File: src/rtl/online_pkg.sv
// ---------------------------------------------------------------------------
// online_pkg
// Shared definitions for the online arithmetic output stage.
//   - Signed-digit encodings for the (p,n) digit stream coming out of the
//     redundant adder cells: digit value = p - n.
//   - State encodings for the on-the-fly converter FSM.
//   - A small helper that folds the redundant (1,1) encoding onto zero so
//     downstream logic only has to deal with three canonical codes.
// ---------------------------------------------------------------------------
package online_pkg;

  // Canonical digit codes as {p, n}
  localparam logic [1:0] DIG_POS  = 2'b10;
  localparam logic [1:0] DIG_NEG  = 2'b01;
  localparam logic [1:0] DIG_ZERO = 2'b00;

  // Converter FSM states
  typedef enum logic [1:0] {
    IDLE = 2'd0,
    CONV = 2'd1,
    DONE = 2'd2
  } conv_state_t;

  // (1,1) means +1 - 1 = 0, so it collapses onto the zero code.
  function automatic logic [1:0] digit_code(input logic p, input logic n);
    return (p && n) ? DIG_ZERO : {p, n};
  endfunction

endpackage

File: src/rtl/otf_digit_update.sv
// ---------------------------------------------------------------------------
// otf_digit_update
// Purely combinational on-the-fly conversion step for one radix-2 signed
// digit. Given the running value Q and its companion QM = Q - 1 ulp, it
// appends the new digit and produces the next pair without any carry
// propagation: every case is just a left shift plus a selected LSB.
// Ports:
//   q, qm             in   W  current value and current value minus one ulp
//   p, n              in   1  signed digit bits, digit = p - n
//   q_next, qm_next   out  W  updated pair (MSB shifted out)
// ---------------------------------------------------------------------------
module otf_digit_update
  import online_pkg::*;
#(
  parameter int W = 9
) (
  input  logic [W-1:0] q,
  input  logic [W-1:0] qm,
  input  logic         p,
  input  logic         n,
  output logic [W-1:0] q_next,
  output logic [W-1:0] qm_next
);

  logic [W-1:0] q_sh;
  logic [W-1:0] qm_sh;

  assign q_sh  = q << 1;
  assign qm_sh = qm << 1;

  // Select the next pair from the shifted Q/QM. A negative digit borrows
  // from Q, which is exactly what QM already holds, so no subtraction is
  // ever performed. The zero digit is the default so that (1,1) and any
  // other non-canonical code fall through to it.
  always_comb begin
    q_next  = q_sh;
    qm_next = qm_sh | W'(1);
    case (digit_code(p, n))
      DIG_POS: begin
        q_next  = q_sh | W'(1);
        qm_next = q_sh;
      end
      DIG_NEG: begin
        q_next  = qm_sh | W'(1);
        qm_next = qm_sh;
      end
      default: begin
        q_next  = q_sh;
        qm_next = qm_sh | W'(1);
      end
    endcase
  end

endmodule

File: src/rtl/online_otf_converter.sv
// ---------------------------------------------------------------------------
// online_otf_converter
// Converts an MSD-first radix-2 signed-digit stream into an (N+1)-bit
// two's-complement word using on-the-fly conversion (Q / QM registers),
// so no carry-propagate adder sits on the output path.
// Ports:
//   clk        in   1    clock, rising edge
//   rst        in   1    asynchronous active-high reset
//   in_valid   in   1    digit on in_p/in_n is valid
//   in_ready   out  1    converter accepts a digit this cycle
//   in_p       in   1    positive digit bit
//   in_n       in   1    negative digit bit, (1,1) decodes as zero
//   out_valid  out  1    result holds a completed conversion
//   out_ready  in   1    consumer accepts the result
//   result     out  N+1  converted value, zero while out_valid is low
// ---------------------------------------------------------------------------
module online_otf_converter
  import online_pkg::*;
#(
  parameter int N  = 8,
  parameter int CW = 4
) (
  input  logic         clk,
  input  logic         rst,
  input  logic         in_valid,
  output logic         in_ready,
  input  logic         in_p,
  input  logic         in_n,
  output logic         out_valid,
  input  logic         out_ready,
  output logic [N:0]   result
);

  localparam logic [CW-1:0] LAST = CW'(N);

  conv_state_t   state;
  conv_state_t   state_nxt;
  logic [N:0]    q;
  logic [N:0]    qm;
  logic [N:0]    q_nxt;
  logic [N:0]    qm_nxt;
  logic [N:0]    q_upd;
  logic [N:0]    qm_upd;
  logic [N:0]    result_nxt;
  logic [CW-1:0] cnt;
  logic [CW-1:0] cnt_nxt;
  logic [CW-1:0] cnt_inc;
  logic          xfer;

  otf_digit_update #(
    .W(N + 1)
  ) u_update (
    .q      (q),
    .qm     (qm),
    .p      (in_p),
    .n      (in_n),
    .q_next (q_upd),
    .qm_next(qm_upd)
  );

  // The converter never overlaps a new conversion with the result
  // handshake, so readiness and result validity are both pure functions
  // of the registered state.
  assign in_ready  = (state != DONE);
  assign out_valid = (state == DONE);
  assign xfer      = in_valid && in_ready;
  assign cnt_inc   = cnt + CW'(1);

  // Next-state logic. IDLE and CONV behave identically for a transfer;
  // IDLE exists so the first digit starts from the reset pair Q=0,
  // QM=all ones. The result register is loaded with the final Q in the
  // same cycle the FSM enters DONE, and cleared on the way back to IDLE.
  always_comb begin
    state_nxt  = state;
    q_nxt      = q;
    qm_nxt     = qm;
    cnt_nxt    = cnt;
    result_nxt = result;
    case (state)
      IDLE, CONV: begin
        if (xfer) begin
          q_nxt   = q_upd;
          qm_nxt  = qm_upd;
          cnt_nxt = cnt_inc;
          if (cnt_inc == LAST) begin
            state_nxt  = DONE;
            result_nxt = q_upd;
          end else begin
            state_nxt = CONV;
          end
        end
      end
      DONE: begin
        if (out_ready) begin
          state_nxt  = IDLE;
          q_nxt      = '0;
          qm_nxt     = '1;
          cnt_nxt    = '0;
          result_nxt = '0;
        end
      end
      default: begin
        state_nxt  = IDLE;
        q_nxt      = '0;
        qm_nxt     = '1;
        cnt_nxt    = '0;
        result_nxt = '0;
      end
    endcase
  end

  // State, counter and conversion registers. Reset is asynchronous so an
  // abort mid-conversion drops out_valid immediately.
  always_ff @(posedge clk or posedge rst) begin
    if (rst) begin
      state  <= IDLE;
      q      <= '0;
      qm     <= '1;
      cnt    <= '0;
      result <= '0;
    end else begin
      state  <= state_nxt;
      q      <= q_nxt;
      qm     <= qm_nxt;
      cnt    <= cnt_nxt;
      result <= result_nxt;
    end
  end

endmodule

File: config.mk
export PLATFORM = sky130hd
export DESIGN_NAME = online_otf_converter
export DESIGN_NICKNAME = d
export VERILOG_FILES = /design/src/rtl/online_pkg.sv /design/src/rtl/otf_digit_update.sv /design/src/rtl/online_otf_converter.sv
export SDC_FILE = /design/constraint.sdc
export NUM_CORES = 1
export LEC_CHECK = 0
export BUFFER_PORTS_ARGS = -buffer_cell sky130_fd_sc_hd__buf_2
export CORE_MARGIN = 10
export CORE_UTILIZATION = 45
export DETAILED_ROUTE_END_ITERATION = 8
export PLACE_DENSITY_LB_ADDON = 0.08
export SETUP_SLACK_MARGIN = 0.4
export SKIP_CTS_REPAIR_TIMING = 1
export SLEW_MARGIN = 20
export SYNTH_ARGS = -nofsm -noshare
export SYNTH_HDL_FRONTEND = slang
export SYNTH_SLANG_ARGS = --single-unit
File: constraint.sdc
create_clock -name clk -period 3.5 [get_ports clk]
set_input_delay 0.175 -clock clk [delete_from_list [all_inputs] [get_ports clk]]
set_output_delay 0.175 -clock clk [all_outputs]
set_load 0.005 [all_outputs]
# Word-level counts from Yosys, hierarchy flattened
# Index checks and enable logic that the tools add are counted.
# word_totals
inputBits	6
register_bits	31
wordCells	40
output_inout_bits	11
# classes
n_addsub	1
n_reduce_logical	6
mux	19
eq_ne	9
# ops
operator	count
$pmux W8 S2	3
$pmux W9 S2	2
$mux W9	3
$mux W8	3
$mux W2	4
$mux W4	2
$pmux W4 S2	1
$ne A2 B2 Y1 const B	3
$add A4 B1 Y4 const B	1
$eq A2 B1 Y1 const B	2
$eq A2 B2 Y1 const B	2
$eq A4 B4 Y1 const B	1
$pmux W2 S2	1
$reduce_and A3 Y1	1
$logic_and A1 B1 Y1	2
$logic_not A2 Y1	1
$ne A2 B1 Y1 const B	1
$reduce_and A2 Y1	1
$reduce_or A2 Y1	1

# Longest topological paths before layout
# Gate-level depths: netlist of the first run.
# logic_depth
word_depth	7
mapped_depth	6
mapped_depth_nobuf	5

# By module
# From an unflattened synthesis of the first run, not the netlist that was laid out.
# hier_totals
hier_cells	163
area_unflattened_um2	1640.3
# modules_own_cells
module	cells_each	seq_area_each_um2	area_per_inst_um2	n_inst
online_otf_converter	134	837.1	1406.3	1
otf_digit_update	29	0.0	234.0	1

# Worst setup path before layout of the first run
# OpenSTA, ideal clock, no wires.
# synth_path
kind	input port to flip-flop
startpoint	input in_p
endpoint	register result[1]
path_slack_ns	2.131
required_time_ns	3.370
n_path_buf	1
arrival_ns	1.239
path_stages	6
setup_ns	0.130
cell_sequence	inv_1 -> ha_1 -> or2_2 -> clkbuf_1 -> a22oi_1 -> mux2i_1
# synth_via
elab_chain_len	7
elab_cells_between_ends	8
cone_classes	2 x eq/ne; 5 x mux; 1 x reduce/logical
# synth_lines
item	line	source
start, declared	online_otf_converter.sv:27	input logic in_p,
$logic_and A1 B1 Y1	online_pkg.sv:26	return (p && n) ? DIG_ZERO : {p, n};
$mux W2 *	online_pkg.sv:26	
$eq A2 B1 Y1 or $eq A2 B2 Y1 (tied branches)	otf_digit_update.sv:38	case (digit_code(p, n))
$pmux W9 S2 *	otf_digit_update.sv:38	
$mux W9 *	online_otf_converter.sv:85	if (cnt_inc == LAST) begin
$mux W9 *	online_otf_converter.sv:81	if (xfer) begin
$pmux W9 S2 *	online_otf_converter.sv:79	case (state)
end signal, assigned	online_otf_converter.sv:126	result <= result_nxt;
end, declared	online_otf_converter.sv:31	output logic [N:0] result
# Mark *: on every way between the ends. The rest lies on a longest branch, timed or not. The select of a mux whose other input is x is not followed.
# A chain may end at the register's enable or synchronous reset.

# Worst setup path after layout of the first run
# layout_path
startpoint	register state[1]
endpoint	register result[0]
# layout_via
elab_chain_len	4
elab_cells_between_ends	11
cone_classes	6 x eq/ne; 1 x mux; 4 x reduce/logical
# layout_lines
item	line	source
start, declared	online_otf_converter.sv:36	conv_state_t state;
start signal, assigned	online_otf_converter.sv:122	state <= state_nxt;
$eq A2 B1 Y1, or another cell as far along	online_otf_converter.sv:79	
$reduce_or A2 Y1 or $logic_and A1 B1 Y1 (tied branches)	online_otf_converter.sv:79, online_otf_converter.sv:66	
$ne A2 B2 Y1 (no line)	--	
$reduce_and A3 Y1 (no line)	--	
# Several ways; a longest one is shown, not always the timed one.

==> results.txt, run 1 <==
----------------------------------------------------
[Layout]
  Number of fill cells ... a little over 300
  Total area of multi-input combinational cells ... about 600 um^2
  Register cell area after layout ... ~790 um^2
  Area growth syn-to-layout ... 11.1%
  Most frequent cells in the layout ... dfrtp_1, buf_2, a22oi_1
  Layout cell share with drive strength beyond 1 ... 0.271
  Final cell area excluding filler cells ... 0.00163 mm^2
  Antenna diode instance count ... 0
  Commonest non-fill, non-tap cell in the layout ... dfrtp_1
  Count of placed standard cells in the final layout, fillers left out ... 184
  Final layout net count ... 148

[Synth]
  Largest cells by area after synthesis ... dfrtp_1, dfstp_2, a22oi_1
  Mean cell area of the mapped netlist ... between 10 and 15 um^2
  Proportion of synthesized chip area in sequential cells ... 0.534
  Async set-reset flop share out of synthesis ... 1.00
  Top cell type by total area after synthesis ... dfrtp_1
  Mapped Area ... 0.00147 mm^2
  Instance count of the mapped netlist ... 125
  Warning count from the yosys run ... 0
  Share of Yosys cell area claimed by the top area cell type ... 0.391
  Syn nets ... around 130
  Count of flip-flops with a built-in enable after synthesis ... 0
  Netlist cell types ... 31
  Count of state elements after synthesis ... 31
  Ys flop type ... dfrtp_1

[Routing]
  Average vias per placed instance ... 5.56
  Detailed-route via count ... 1,023
  Antenna viol nets, final ... 0
  Total DRC errors in the routed layout ... 0
  Pre-antenna DRT Iters ... 4
  First DRT Iteration DRCs ... 78
  Total Routed Length ... 3.02 mm
  Detailed-route wire length per cell ... 16.4 um

[Floorplanning]
  Number of core rows ... 20
  Top-Level Pins ... 17
  Starting utilization of the core area ... 0.478
  Width of the chip ... approximately 77 um
  Die area ... 0.00595 mm^2
  Chip Height ... 77.2 um
  Std-Cell Core Area ... 0.00308 mm^2

[Placed design]
  Half-perimeter wire length after placement ... ~2.1 mm
  Post-placement cell area ... 0.00155 mm^2
  Buffers added on ports ... 16
  DP Worst Slack ... 1.55 ns
  Cell count after placement ... 176
  Gp weighted congestion ... 0.776

[STA]
  Headroom to the max-slew limit ... 0.411
  Max Clk Rate ... 490 MHz
  Finish-stage setup viols ... 0
  Minimum hold slack ... 0.00342 ns
  Final period demand of the worst path ... 2.04 ns
  Final worst-path cycle share ... 0.583
  Maximum clock skew at final layout ... 0.00751 ns
  Final Hold Violating Endpoints ... 0
  Max-slew violations ... 0
  RSZ-0062 raised after global routing ... no
  Setup slack of the critical path after layout ... 1.46 ns
  Setup total negative slack ... 0 ns
  Worst Tran Pin Value ... 0.877 ns

[Clock tree]
  TritonCTS clock tree ... done
  CTS Buffer Depth ... 2
  Root Buffer Master ... clkbuf_4
  Number of levels in the clock H-tree ... 2
  Clock Pin Slew Worst Setup and Hold Paths ... 0.10 ns
  Total clock sinks ... 31
  Number of buffers created by CTS ... 5
  Clock latency on the worst-skew pair ... 0.33 ns

[Worst setup path]
  CP Max Fanout ... 10
  Type of destination of the critical path ... register
  Kind of launch point of the worst setup path ... register
  Required time of the critical path ... 3.74 ns
  Signal arrival time at the worst endpoint ... 2.28 ns
  Setup Crit Path Kind ... reg -> reg

[Power]
  Logic gate share of total power ... 0.226
  Part of the power in registers ... 0.500
  Worst supply voltage drop on vdd ... 0.286 mV
  Sw Pwr ... around 0.31 mW
  Clock group share of total power ... 0.275
  P_int ... roughly 0.75 mW
  Pwr dens ... 650 mW/mm^2
  Leakage power ... 0.804 nW
  Fraction of power spent switching nets ... 0.294

[GRT]
  Pin count of the biggest net entering global routing ... 25
  Overflow left after global routing ... 0
  Total GRT Usage ... 0.108
  Via count of the first global-routing pass ... 1,080
  Global-route wire length before repair ... 5.24 mm
  Number of antenna violations at the first check in global routing ... 0

[Min path]
  Path class of the lowest-slack min-delay path ... in -> async

[Run status]
  Result of the run ... complete, no violations

[Job]
  Max-capacitance violation count ... 0

----------------------------------------------------
worst max-delay path: stages (launching register included):
cell,delay [ns]
dfrtp_1,0.42
nor2b_1,0.63
o2111ai_2,0.58
mux2i_1,0.32
synth_stat cells, types with 2 or more instances:
| master | count |
|---|---|
| dfrtp_1 | 23 |
| nand2_1 | 12 |
| ha_1 | 3 |
| a2bb2oi_1 | 7 |
| nor2b_1 | 3 |
| or2_2 | 3 |
| clkbuf_1 | 5 |
| nor3b_1 | 2 |
| nand3_1 | 3 |
| a22oi_1 | 15 |
| dfstp_2 | 8 |
| o21ai_0 | 2 |
| mux2i_1 | 9 |
| o2bb2ai_1 | 8 |
| inv_1 | 4 |
| buf_6 | 3 |
power by group through the flow:
stage                     clock network [mW]  registers [mW]  logic (mW)
after detailed placement                   0           0.535       0.243
after CTS                              0.297           0.530       0.245
final                                  0.292           0.531       0.240
after global placement                     0           0.531       0.238
after global routing                   0.326           0.544       0.269
after floorplan                            0           0.522       0.174
stage by stage:
| stage | utilization | power [mW] |
|---|---|---|
| 4_1_cts | 0.531 | 1.07 |
| 6_report | 0.531 | 1.06 |
| 5_1_grt | 0.531 | 1.14 |
| 3_5_place_dp | 0.503 | 0.778 |
| 3_3_place_gp | 0.503 | 0.769 |
| 2_1_floorplan | - | 0.696 |
final cells by class:
| type | count | area share |
|---|---|---|
| timing repair buffer | 17 | 0.0536 |
| clock buffer | 6 | 0.0314 |
| inverter | 4 | 0.00919 |
| clock inverter | 2 | 0.0214 |
| sequential | 31 | 0.481 |
| multi-input combinational | 80 | 0.370 |
| tap | 44 | 0.0337 |
layer usage:
| metal | up-vias | GRT usage | wire [um] |
|---|---|---|---|
| met4 | 0 | 0.0383 | 41 |
| met2 | 24 | 0.171 | 1450 |
| li1 | 489 | - | - |
| met1 | 504 | 0.125 | 1380 |
| met3 | 6 | 0.0490 | 149 |
| met5 | - | 0 | 0 |
cells by family after synthesis:
family / after synthesis / share of synthesized area
adders and majority gates: 3 / 0.0255
DFF: 31 / 0.534
and+or+nand+nor: 27 / 0.0979
muxes: 9 / 0.0613
AOI/OAI and AO/OA: 40 / 0.220
xor gates and xnor gates: 1 / 0.00596
buffers and inverters: 14 / 0.0545
worst paths after layout:
path / slack (ns) / start / endpoint / cells past startpoint
min in group clk: 0.05 / out_ready / state[1]$_DFFE_PP0P_ / 2
setup / recovery: 1.46 / state[1]$_DFFE_PP0P_ / result[0]$_DFFE_PP0P_ / 3
hold / removal: 0.003 / rst / result[7]$_DFFE_PP0P_ / 2
max in group asynchronous: 2.77 / rst / qm[0]$_DFFE_PP1P_ / 3
hold reg to reg: 0.51 / q[7]$_DFFE_PP0P_ / q[7]$_DFFE_PP0P_ / 1
setup reg to reg: 1.46 / state[1]$_DFFE_PP0P_ / result[0]$_DFFE_PP0P_ / 3
registers in the layout, summed over array words and instances, names as in the netlist:
signal and flops:
q 8, result 9, cnt 4, state 2
qm 8
Power figures use the tool's default switching activity.
==> run 2, diff against run 1 <==
- clock period: 3.5 -> 1.9 ns (I/O delays scaled with it)
==> results.txt, run 2 (synthesis gave the netlist of run 1 again) <==
----------------------------------------------------
[Worst setup path]
  Logic depth of the worst register-to-register path ... 3 (unchanged)
  Crit. path cell count ... 3 (unchanged)
  Crit path from ... state[1]$_DFFE_PP0P_
  Signal arrival time at the worst endpoint ... 1.60 ns (-0.68 ns)
  Cell class contributing the biggest share of worst-path delay ... simple AND/OR/NAND/NOR gates
  Critical R2R Launch ... state[1]$_DFFE_PP0P_
  Slowest cell delay on critical path ... 0.42 ns (-0.21 ns)
  Worst path cell trace ... nand2b_1 -> and2_4 -> a211o_1
  Reg-to-reg setup timing slack ... 0.54 ns (-0.91 ns)
  CP Buf/Inv Count ... 0 (unchanged)
  CP Max Fanout ... 10 (unchanged)
  FF-to-FF End ... cnt[2]$_DFFE_PP0P_
  Kind of launch point of the worst setup path ... register
  Type of destination of the critical path ... register
  Required time of the critical path ... 2.14 ns (-1.60 ns)
  Critical path capture point ... cnt[2]$_DFFE_PP0P_
  Setup Crit Path Kind ... reg -> reg
  Slowest stage cell, crit path ... dfrtp_1

[Floorplanning]
  Top-Level Pins ... 17 (unchanged)
  Width of the chip ... 77.2 um (unchanged)
  Number of core rows ... 20 (unchanged)
  Die area ... 0.00595 mm^2 (unchanged)
  Std-Cell Core Area ... 0.00308 mm^2 (unchanged)
  Chip Height ... 77.2 um (unchanged)
  Starting utilization of the core area ... 0.478 (unchanged)

[STA]
  Max Clk Rate ... 738 MHz (+51%)
  Setup total negative slack ... 0 ns (unchanged)
  Worst Tran Pin Value ... 0.535 ns (-0.343 ns)
  Finish-stage setup viols ... 0 (unchanged)
  RSZ-0062 raised after global routing ... no
  Headroom to the max-slew limit ... 0.643 (+0.232)
  Final worst-path cycle share ... 0.713 (+0.130)
  Max-slew violations ... 0 (unchanged)
  Final Hold Violating Endpoints ... 0 (unchanged)
  Final period demand of the worst path ... 1.36 ns (-0.686 ns)
  Minimum hold slack ... 0.191 ns (+0.187 ns)
  Maximum clock skew at final layout ... 0.0156 ns (+0.00809 ns)

[Layout]
  Final Util ... 0.546 (+0.0146)
  Commonest non-fill, non-tap cell in the layout ... dfrtp_1
  Layout cell share with drive strength beyond 1 ... 0.291 (+0.0191)
  Final layout net count ... 157 (+6.1%)
  Area growth syn-to-layout ... 14.2%
  Most frequent cells in the layout ... dfrtp_1, buf_2, a22oi_1
  Antenna diode instance count ... 0 (unchanged)
  Number of fill cells ... 277 (-9.5%)
  Final cell area excluding filler cells ... 0.00168 mm^2 (+2.8%)
  Register with the most flip-flops ... result
  Largest register FFs ... 9 (unchanged)
  Registers with the most flip-flops ... result (9), q (8), qm (8)

[Placed design]
  Half-perimeter wire length after placement ... 2.14 mm (+0.61%)
  Post-placement cell area ... 0.00159 mm^2 (+2.9%)
  Buffers added on ports ... 16 (unchanged)
  Gp weighted congestion ... 0.776 (about the same)

[Routing]
  Average vias per placed instance ... 5.29 (-4.9%)
  Total Routed Length ... 3.01 mm (-0.50%)
  Detailed-route wire length per cell ... 15.7 um (-4.6%)
  First DRT Iteration DRCs ... 45 (-42%)
  Pre-antenna DRT Iters ... 4 (unchanged)
  Total DRC errors in the routed layout ... 0 (unchanged)
  Detailed-route via count ... 1,015 (-0.78%)
  Antenna viol nets, final ... 0 (unchanged)

[GRT]
  Pin count of the biggest net entering global routing ... 32 (+28%)
  Global-route wire length before repair ... 5.08 mm (-3.0%)
  Number of antenna violations at the first check in global routing ... 0 (unchanged)
  Overflow left after global routing ... 0 (unchanged)
  Via count of the first global-routing pass ... 1,051 (-2.7%)
  Total GRT Usage ... 0.104 (-0.00370)

[Clock tree]
  Total clock sinks ... 31 (unchanged)
  Number of buffers created by CTS ... 5 (unchanged)
  CTS Buffer Depth ... 2 (unchanged)
  Clock latency on the worst-skew pair ... 0.34 ns (about the same)
  Clock Pin Slew Worst Setup and Hold Paths ... 0.11 ns (about the same)
  Root Buffer Master ... clkbuf_4
  TritonCTS clock tree ... done
  Number of levels in the clock H-tree ... 2 (unchanged)

[Power]
  Worst supply voltage drop on vdd ... 0.459 mV (+60%)
  Leakage power ... 0.829 nW (+3.1%)
  Pwr dens ... 1090 mW/mm^2 (+67%)

[Run status]
  Result of the run ... complete, no violations

[Min path]
  Path class of the lowest-slack min-delay path ... in -> reg

[Job]
  Max-capacitance violation count ... 0 (unchanged)

----------------------------------------------------
-- run 2: cell types whose count changed in the layout (fill, tap and decap cells not counted) --
| cell | previous run | this run |
|---|---|---|
| buf_4 | 1 | 7 |
| dlygate4sd3_1 | 0 | 3 |
| bufinv_16 | 1 | 0 |
-- run 2: power breakdown --
part	total [mW]	internal [mW]	switching, mW
registers	0.971	0.844	0.127
clock network	0.401	0.171	0.230
logic	0.452	0.238	0.214
-- run 2: cell type report --
cell class / instances / area (um^2) / share of cell area
clock inverters: 1 / 5.00 / 0.00298
flip-flops and latches: 31 / 786 / 0.468
multi-input cells: 80 / 604 / 0.360
inverters: 4 / 15.0 / 0.00894
clock buffers: 6 / 51.3 / 0.0306
well taps: 44 / 55.1 / 0.0328
repair buffers: 26 / 163 / 0.0969
-- run 2: worst min path at each step --
| stage | start | endpoint | cells after the start |
|---|---|---|---|
| 2_1_floorplan | rst | cnt[0]$_DFFE_PP0P_ | 1 |
| 3_3_place_gp | rst | result[7]$_DFFE_PP0P_ | 3 |
| 3_5_place_dp | rst | state[1]$_DFFE_PP0P_ | 3 |
| 4_1_cts | rst | cnt[1]$_DFFE_PP0P_ | 3 |
| 5_1_grt | in_n | q[0]$_DFFE_PP0P_ | 3 |
| 6_report | in_n | q[0]$_DFFE_PP0P_ | 3 |
-- run 2: routing by layer --
metal	vias to the layer above	GRT usage	routed length (um)
met3	6	0.0420	136
met4	0	0.0438	46
met1	485	0.123	1440
met2	18	0.163	1380
li1	506	-	-
met5	-	0	0
-- run 2: metrics by stage --
step	setup slack, ns	power [mW]	cells
6_report	0.545	1.82	192
5_1_grt	0.480	1.95	192
4_1_cts	0.535	1.84	189
3_5_place_dp	0.363	1.44	182
3_3_place_gp	0.441	1.43	182
2_1_floorplan	0.606	1.28	125
-- run 2: worst reg2reg max path, cell delays in order, from the launching register on --
cell and delay (ns):
dfrtp_1 0.42, nand2b_1 0.29, and2_4 0.26, a211o_1 0.29
